**src/rtl/score_display_mux.sv**
```systemverilog
// rtl/score_display_mux.sv - saturating BCD score keeper with multiplexed seven-segment scan
// Score updates and the digit scan are independent; the output stage samples both each cycle.
module score_display_mux #(
  parameter int NUM_DIGITS  = 4,
  parameter int REFRESH_DIV = 100000,
  parameter int CNT_W       = 17
) (
  input  logic                  clk_in,
  input  logic                  RESET,
  input  logic                  hit_inc,
  input  logic                  miss_dec,
  input  logic                  clear,
  input  logic                  blank_lz,
  output logic [NUM_DIGITS-1:0] anode,
  output logic [6:0]            segs,
  output logic                  score_max
);

  localparam int IDX_W   = (NUM_DIGITS > 1) ? $clog2(NUM_DIGITS) : 1;
  localparam int SCORE_W = 4 * NUM_DIGITS;

  logic [SCORE_W-1:0]    score_q, score_d;
  logic [SCORE_W-1:0]    inc_val, dec_val;
  logic [CNT_W-1:0]      cnt_q, cnt_d;
  logic [IDX_W-1:0]      idx_q, idx_d;
  logic [NUM_DIGITS-1:0] anode_q, anode_d;
  logic [6:0]            segs_q, segs_d;
  logic                  score_max_q;
  logic                  all_nine, all_zero;
  logic                  carry, borrow;
  logic [NUM_DIGITS-1:0] upper_zero;
  logic                  higher_zero;
  logic [3:0]            cur_digit;
  logic                  cur_blank;

  function automatic logic [6:0] seg_enc(input logic [3:0] d);
    case (d)
      4'd0:    seg_enc = 7'h3F;
      4'd1:    seg_enc = 7'h06;
      4'd2:    seg_enc = 7'h5B;
      4'd3:    seg_enc = 7'h4F;
      4'd4:    seg_enc = 7'h66;
      4'd5:    seg_enc = 7'h6D;
      4'd6:    seg_enc = 7'h7D;
      4'd7:    seg_enc = 7'h07;
      4'd8:    seg_enc = 7'h7F;
      4'd9:    seg_enc = 7'h6F;
      default: seg_enc = 7'h00;
    endcase
  endfunction

  function automatic logic is_all_nine(input logic [SCORE_W-1:0] v);
    is_all_nine = 1'b1;
    for (int i = 0; i < NUM_DIGITS; i++) begin
      if (v[4*i +: 4] != 4'd9) is_all_nine = 1'b0;
    end
  endfunction

  // Ripple carry/borrow through the BCD digits; saturation is decided by all_nine/all_zero.
  always_comb begin
    all_nine = is_all_nine(score_q);
    all_zero = (score_q == '0);
    inc_val  = score_q;
    dec_val  = score_q;
    carry    = 1'b1;
    borrow   = 1'b1;
    for (int i = 0; i < NUM_DIGITS; i++) begin
      if (carry) begin
        if (score_q[4*i +: 4] == 4'd9) begin
          inc_val[4*i +: 4] = 4'd0;
        end else begin
          inc_val[4*i +: 4] = score_q[4*i +: 4] + 4'd1;
          carry = 1'b0;
        end
      end
      if (borrow) begin
        if (score_q[4*i +: 4] == 4'd0) begin
          dec_val[4*i +: 4] = 4'd9;
        end else begin
          dec_val[4*i +: 4] = score_q[4*i +: 4] - 4'd1;
          borrow = 1'b0;
        end
      end
    end

    score_d = score_q;
    if (clear) begin
      score_d = '0;
    end else if (hit_inc && miss_dec) begin
      score_d = score_q;
    end else if (hit_inc) begin
      if (!all_nine) score_d = inc_val;
    end else if (miss_dec) begin
      if (!all_zero) score_d = dec_val;
    end
  end

  always_comb begin
    cnt_d = cnt_q + CNT_W'(1);
    idx_d = idx_q;
    if (cnt_q == CNT_W'(REFRESH_DIV - 1)) begin
      cnt_d = '0;
      idx_d = (idx_q == IDX_W'(NUM_DIGITS - 1)) ? '0 : idx_q + IDX_W'(1);
    end
  end

  // upper_zero[i]: digit i and every digit above it are zero.
  always_comb begin
    upper_zero  = '0;
    higher_zero = 1'b1;
    for (int i = NUM_DIGITS - 1; i >= 0; i--) begin
      higher_zero   = higher_zero && (score_q[4*i +: 4] == 4'd0);
      upper_zero[i] = higher_zero;
    end
    cur_digit = 4'd0;
    cur_blank = 1'b0;
    for (int i = 0; i < NUM_DIGITS; i++) begin
      if (idx_q == IDX_W'(i)) begin
        cur_digit = score_q[4*i +: 4];
        cur_blank = blank_lz && (i != 0) && upper_zero[i];
      end
    end
    anode_d = ~(NUM_DIGITS'(1) << idx_q);
    segs_d  = cur_blank ? 7'h7F : ~seg_enc(cur_digit);
  end

  always_ff @(posedge clk_in) begin
    if (!RESET) begin
      score_q     <= '0;
      cnt_q       <= '0;
      idx_q       <= '0;
      anode_q     <= '1;
      segs_q      <= 7'h7F;
      score_max_q <= 1'b0;
    end else begin
      score_q     <= score_d;
      cnt_q       <= cnt_d;
      idx_q       <= idx_d;
      anode_q     <= anode_d;
      segs_q      <= segs_d;
      score_max_q <= is_all_nine(score_d);
    end
  end

  assign anode     = anode_q;
  assign segs      = segs_q;
  assign score_max = score_max_q;

endmodule

```
**config.mk**
```make
export PLATFORM = sky130hd
export DESIGN_NAME = score_display_mux
export DESIGN_NICKNAME = d
export VERILOG_FILES = /design/src/rtl/score_display_mux.sv
export SDC_FILE = /design/constraint.sdc
export NUM_CORES = 1
export LEC_CHECK = 0
export ABC_AREA = 1
export BUFFER_PORTS_ARGS = -buffer_cell sky130_fd_sc_hd__buf_2
export CAP_MARGIN = 10
export CELL_PAD_IN_SITES_DETAIL_PLACEMENT = 0
export CELL_PAD_IN_SITES_GLOBAL_PLACEMENT = 1
export CORE_MARGIN = 1.5
export CORE_UTILIZATION = 44
export DETAILED_ROUTE_END_ITERATION = 7
export PLACE_DENSITY_LB_ADDON = 0.3
export SLEW_MARGIN = 20
export SYNTH_ARGS = -nofsm -noshare
export SYNTH_HDL_FRONTEND = slang
export SYNTH_SLANG_ARGS = --single-unit
```
**constraint.sdc**
```tcl
create_clock -name clk_in -period 2.65 [get_ports clk_in]
set_input_delay 0.53 -clock clk_in [delete_from_list [all_inputs] [get_ports clk_in]]
set_output_delay 0.53 -clock clk_in [all_outputs]
set_load 0.1 [all_outputs]
```
==> metrics.md, run 1 <==
| Metric | Value |
|---|---|
| Status | complete, no violations |
| CP Buf/Inv Count | 3 |
| EDFF count, synth | 0 |
| Slew Limit Fails | 0 |
| Crit path cell chain | inv_1 -> ha_1 -> inv_1 -> nand3_1 -> o21ai_0 -> nand2_1 -> a22oi_1 -> inv_1 -> ha_1 -> nor2_1 -> a21oi_1 -> o21ai_0 |
| Hold WC Path Type | flop to flop |
| Vias per cell | 5.34 |
| Via count | 3399 |
| Max stage delay on crit path | 390 ps |
| First-pass GRT wire length | 15700 um |
| Post-route ant nets | 0 |
| Yosys warns | 0 |
| GPL Wtd Cong | 0.951 |
| Mean post-synth cell area | 6.67 um2 |
| Final hold violation count | 0 |
| Register area | 941 um2 |
| Fin crit share | 88.0% |
| Sequential share of power | 45.3% |
| Layout cells sized above 1 | 14.2% |
| Core Area | 7650 um2 |
| Total GRT Usage | 23.4% |
| Crit path DAT | 2570 ps |
| Total power | 1680 uW |
| FFs w/ async S/R, synth | 0% |
| Area grow syn2layout | 8.28% |
| Combinational fraction of design power | 26.5% |
| Reg2reg setup slack | 320 ps |
| Nets@finish | 563 |
| Pint | 1050 uW |
| Final std cells w/o fill | 637 |
| CTS Buf Count | 5 |
| Number of diodes | 0 |
| Setup TNS | 0 ps |
| Most Frequent Cell on Critical Path | inv_1 |
| Post-Synthesis Cell Area | 3450 um2 |
| # rows | 32 |
| CTS tree | built |
| Unrepaired setup endpoints after global routing | false |
| Clk slew on worst S/H paths | 100 ps |
| Die height | 91.5 um |
| Final core occ | 48.8% |
| Crit path kind | flop to flop |
| Clock network power share | 28.2% |
| Post-synthesis instance total | 517 |
| CP delay by family, top | compound AO/OA/AOI/OAI gates |
| CP max-delay cell | a22oi_1 |
| Remaining DRCs | 0 |
| Initial antenna violation count | 0 |
| Initial Util | 45.1% |
| Critical path startpoint category | flop |
| Multi-input gate area | 2190 um2 |
| Switching power | 636 uW |
| Peak Freq | 0.429 GHz |
| Synth cell types | 40 |
| CTS root buffer | clkbuf_8 |
| Post-CTS Hold Fix Bufs | 0 |
| Min Tclk post-route | 2330 ps |
| Measured slew at the worst slew-check pin | 581 ps |
| Die Wd | 91.5 um |
| Max Cap Violations | 0 |
| Sinks on Clock Net | 47 |
| Routed len/inst | 14.5 um |
| Largest net degree at the start of global routing | 17 |
| Post-CTS sizing | 0 |
| Syn_nets | 546 |
| Max Clock Skew | 7.36 ps |
| Setup-failing EPs final | 0 |
| Total gr overflow | 0 |
| Clock buffer depth | 2 |
| Switching Share | 37.8% |
| H-tree Lvls | 2 |
| Drt first pass iters | 6 |
| Worst skew pair latency | 310 ps |
| Peak supply drop | 0.000264 V |
| Largest fanout on the critical path | 8 |
| Detailed Route Iter0 Violations | 309 |
| WP data required | 2890 ps |
| Leak | 0.00171 uW |
| DRT Wirelength | 9220 um |
| FILL cells | 799 |
| Pwr Density | 451 nW/um2 |
| Main synth FF type | dfxtp_1 |
| Die ar. | 8370 um2 |
| #FFs+latches synth | 47 |
| Hpwl dp | 6960 um |
| Sequential-to-total area share from yosys stat | 27.3% |
| Dpl cells | 629 |
| Post-CTS Setup Bufs | 0 |
| # IOs | 18 |
| Number of global-route vias before repair | 3263 |
| Normalized max-slew margin | 61.0% |
| Crit. End Element | flop |
| Port bufs | 17 |
[per-stage QoR]
step,setup slack [ps],hold slack (ps),cell area [um2]
2_1_floorplan,740,430,3450
3_3_place_gp,242,444,3630
3_5_place_dp,251,468,3630
4_1_cts,225,476,3730
5_1_grt,54.0,478,3730
6_report,317,477,3730
[cell families (layout without fill, tap and decap cells)]
logic type               count (synthesis)  after routing  share of synthesized area [%]
adder cells (fa/ha/maj)                 23             23                           8.35
AND/OR/NAND/NOR                        281            281                           40.3
XOR/XNOR                                11             11                           2.80
buffers and inverters                   80             98                           9.30
AO/OA/AOI/OAI                           75             75                           11.9
flip-flops                              47             47                           27.3
[power groups by stage]
stage / clock [uW] / combinational [uW] / sequential [uW]
2_1_floorplan: 0 / 271 / 849
3_3_place_gp: 0 / 444 / 777
3_5_place_dp: 0 / 437 / 778
4_1_cts: 488 / 439 / 761
5_1_grt: 513 / 488 / 766
6_report: 475 / 446 / 762
[placed cells by master (no fill, tap or decap), drive strengths merged]
| cell | Yosys | routed |
|---|---|---|
| or2 | 4 | 4 |
| xnor2 | 2 | 2 |
| buf | 10 | 23 |
| nor3 | 15 | 15 |
| a31oi | 3 | 3 |
| nor2 | 60 | 60 |
| a211oi | 3 | 3 |
| nand2 | 126 | 126 |
| o31ai | 1 | 1 |
| o21ai | 25 | 25 |
| clkbuf | 3 | 5 |
| clkinv | 3 | 4 |
| o21bai | 1 | 1 |
| inv | 64 | 66 |
| a21oi | 36 | 36 |
| o21a | 1 | 1 |
| dfxtp | 47 | 47 |
| ha | 23 | 23 |
| and2 | 1 | 1 |
| nor4 | 2 | 2 |
| nand4 | 12 | 12 |
| o211ai | 2 | 2 |
| nand3 | 61 | 61 |
| xor2 | 9 | 9 |
| a22oi | 3 | 3 |
[worst register-to-register path, cell delays in order (launching register included)]
cell and delay, ps:
dfxtp_1 370, inv_1 80, ha_1 220, inv_1 200, nand3_1 90, o21ai_0 90, nand2_1 90, a22oi_1 390
inv_1 190, ha_1 230, nor2_1 100, a21oi_1 50, o21ai_0 160
[cell usage after synthesis (4+ instances only)]
master,n,area (um2)
inv_2,8,30.0
xor2_1,9,78.8
inv_1,56,210
or2_2,4,25.0
nand4_1,11,68.8
nand2_1,118,443
o21ai_0,23,115
buf_2,7,35.0
nor2_1,51,191
nand3_2,8,80.1
nand2_2,6,37.5
a21oi_1,35,175
nor3_1,13,65.1
dfxtp_1,47,941
nor2_2,5,31.3
nand3_1,50,250
ha_1,23,288
[path summary, 6_finish.rpt]
path,startpoint,endpoint,cells past startpoint
worst max register to register,idx_q[1],segs[4],12
worst max-delay path,idx_q[1],segs[4],12
worst min register to register,cnt_q[4],cnt_q[4],2
worst min-delay path,cnt_q[4],cnt_q[4],2
[state kept, by name (all words and copies together), names as in the netlist]
| signal | cells |
|---|---|
| score_q | 16 |
| cnt_q | 17 |
| segs | 7 |
| anode | 4 |
| idx_q | 2 |
| score_max | 1 |
[final cells by class]
class | count | share of cell area (%)
sequential | 47 | 25.2
multi-input combinational | 390 | 58.7
clock buffer | 5 | 1.84
tap | 102 | 3.42
timing repair buffer | 23 | 3.49
inverter | 67 | 6.74
clock inverter | 3 | 0.604
[metal layers]
layer / track usage [%] / vias up / part of all wire, % / routed length, um
met1: 31.9 / 1511 / 46 / 4260
met4: 8.85 / 0 / 2.6 / 242
li1: - / 1725 / - / -
met2: 36.4 / 141 / 43 / 3950
met3: 4.19 / 22 / 8.2 / 755
met5: 0 / - / 0 / 0
(Power assumes the default switching activity.)
==> run 2, diff against run 1 <==
- clock period: 2.65 -> 2.6 ns (I/O delays scaled with it)
==> run 2 against run 1 <==
Via count shrank 0.50%; total power grew 7.9%; combinational power grew 2%; first-iteration DRC count grew 38%; core utilization grew 0.39 points; non-clock buffer count is the same; sequential share of layout area shrank 0.20 points; clock power grew 23%.
==> metrics.md, run 2 (synthesis gave the netlist of run 1 again) <==
| Metric | Value |
|---|---|
| Routed len/inst | 14.6 um |
| Number of diodes | 0 |
| Hold WS | 466 ps |
| # rows | 32 |
| Measured slew at the worst slew-check pin | 586 ps |
| Post-route ant nets | 0 |
| Largest net degree at the start of global routing | 17 |
| Critical Path Source | score_q[0] |
| Number of global-route vias before repair | 3166 |
| Initial antenna violation count | 0 |
| Register area | 941 um2 |
| Hold WC Path Type | flop to flop |
| First-pass GRT wire length | 15600 um |
| CTS root buffer | clkbuf_8 |
| Port bufs | 17 |
| Via count | 3382 |
| Clk slew on worst S/H paths | 100 ps |
| Crit path capture | score_max |
| Crit path kind | flop to flop |
| Drt first pass iters | 5 |
| Commonest non-fill, non-tap cell in the layout | nand2_1 |
| Initial Util | 45.1% |
| Peak supply drop | 0.000305 V |
| Leak | 0.00172 uW |
| Critical path startpoint category | flop |
| Biggest register | cnt_q |
| Die Wd | 91.5 um |
| Largest fanout on the critical path | 6 |
| Pwr Density | 483 nW/um2 |
| Max Cap Violations | 0 |
| Pint | 1190 uW |
| Status | complete, no violations |
| Worst skew pair latency | 300 ps |
| Post-CTS Setup Bufs | 0 |
| Dpl cells | 629 |
| Min Tclk post-route | 2280 ps |
| Vias per cell | 5.31 |
| Detailed Route Iter0 Violations | 426 |
| Reg2reg setup slack | 320 ps |
| Fin crit share | 87.5% |
| Worst Hold Path Cells | 2 |
| WL met1 | 4450 um |
| Switching power | 627 uW |
| Final std cells w/o fill | 637 |
| H-tree Lvls | 2 |
| Met3 routed WL | 635 um |
| Switching Share | 34.5% |
| Nets@finish | 563 |
| Die height | 91.5 um |
| Core Area | 7650 um2 |
| CTS Buf Count | 5 |
| Normalized max-slew margin | 60.7% |
| Critical register-to-register path startpoint | score_q[0] |
| Total gr overflow | 0 |
| Crit. End Element | flop |
| Sinks on Clock Net | 47 |
| FILL cells | 777 |
| Post-CTS Hold Fix Bufs | 0 |
| Worst r2r dst | score_max |
| Max Clock Skew | 10.4 ps |
| WP data required | 2840 ps |
| Clock network power share | 32.1% |
| Final hold violation count | 0 |
| Multi-input gate area | 2190 um2 |
| Layout cells sized above 1 | 14.2% |
| Top Layer Used | met4 |
| Crit path DAT | 2510 ps |
| DRT Wirelength | 9280 um |
| Hpwl dp | 7020 um |
| Combinational fraction of design power | 25.1% |
| Remaining DRCs | 0 |
| Total GRT Usage | 23.3% |
| Slew Limit Fails | 0 |
| Area grow syn2layout | 9.15% |
| Unrepaired setup endpoints after global routing | false |
| Sequential share of power | 42.8% |
| Most frequent cells in the layout | nand2_1 (118), inv_1 (56), nor2_1 (51), nand3_1 (50), dfxtp_1 (47) |
| Post-CTS sizing | 0 |
| Setup-failing EPs final | 0 |
| Setup TNS | 0 ps |
| Max reg flops | 17 |
| Met2 wire len | 4070 um |
| Peak Freq | 0.439 GHz |
| CTS tree | built |
| Reg2Reg Depth | 13 |
| GPL Wtd Cong | 0.925 |
| Die ar. | 8370 um2 |
| Clock buffer depth | 2 |
| # IOs | 18 |
## run 2: changes by cell type in the layout (fill, tap and decap cells not counted), sizes merged
cell	change
clkinv	-1
inv	-1
clkbuf	+1
bufinv	+1
## run 2: worst min path at each step
stage                         from        to  slack [ps]
final                     cnt_q[4]  cnt_q[4]         470
after global routing         RESET  anode[0]         490
after CTS                 cnt_q[4]  cnt_q[4]         470
after detailed placement  cnt_q[4]  cnt_q[4]         460
after global placement    cnt_q[0]  cnt_q[0]         440
after floorplan           cnt_q[0]  cnt_q[0]         430
## run 2: area by class of cell
type	count	area share, %
clock inverters	2	1.03
well taps	102	3.39
inverters	67	6.69
flip-flops and latches	47	25.0
multi-input cells	390	58.2
repair buffers	23	3.46
clock buffers	6	2.20
## run 2: per-layer routing
layer / track usage (%) / up-vias
met5: 0 / -
met1: 33.1 / 1530
met2: 36.6 / 120
li1: - / 1722
met4: 6.64 / 0
met3: 2.85 / 10
## run 2: critical path: stages (launching register included)
cell and delay [ps]:
dfxtp_1 380, inv_1 170, ha_1 270, nand3_4 150, inv_2 140, nand2_2 110
nor2_2 180, nand3_1 120, xor2_1 160, nand2_1 70, nand3_1 90, nor2_2 190
nand3_1 90, nor2_1 90
## run 2: per-stage QoR
stage	utilization, %	worst slack, ps	total power (uW)	area, um2
floorplan	-	690	1140	3450
global placement	47.5	202	1240	3630
detailed placement	47.5	265	1240	3630
CTS	49.1	246	1820	3760
global route	49.2	67.3	1900	3760
finish	49.2	324	1820	3760
## run 2: power by group through the flow
stage          sequential, uW  combinational (uW)  clock, uW
3_3_place_gp              792                 452          0
6_report                  777                 456        583
3_5_place_dp              793                 447          0
2_1_floorplan             865                 277          0
4_1_cts                   776                 450        593
5_1_grt                   782                 500        621
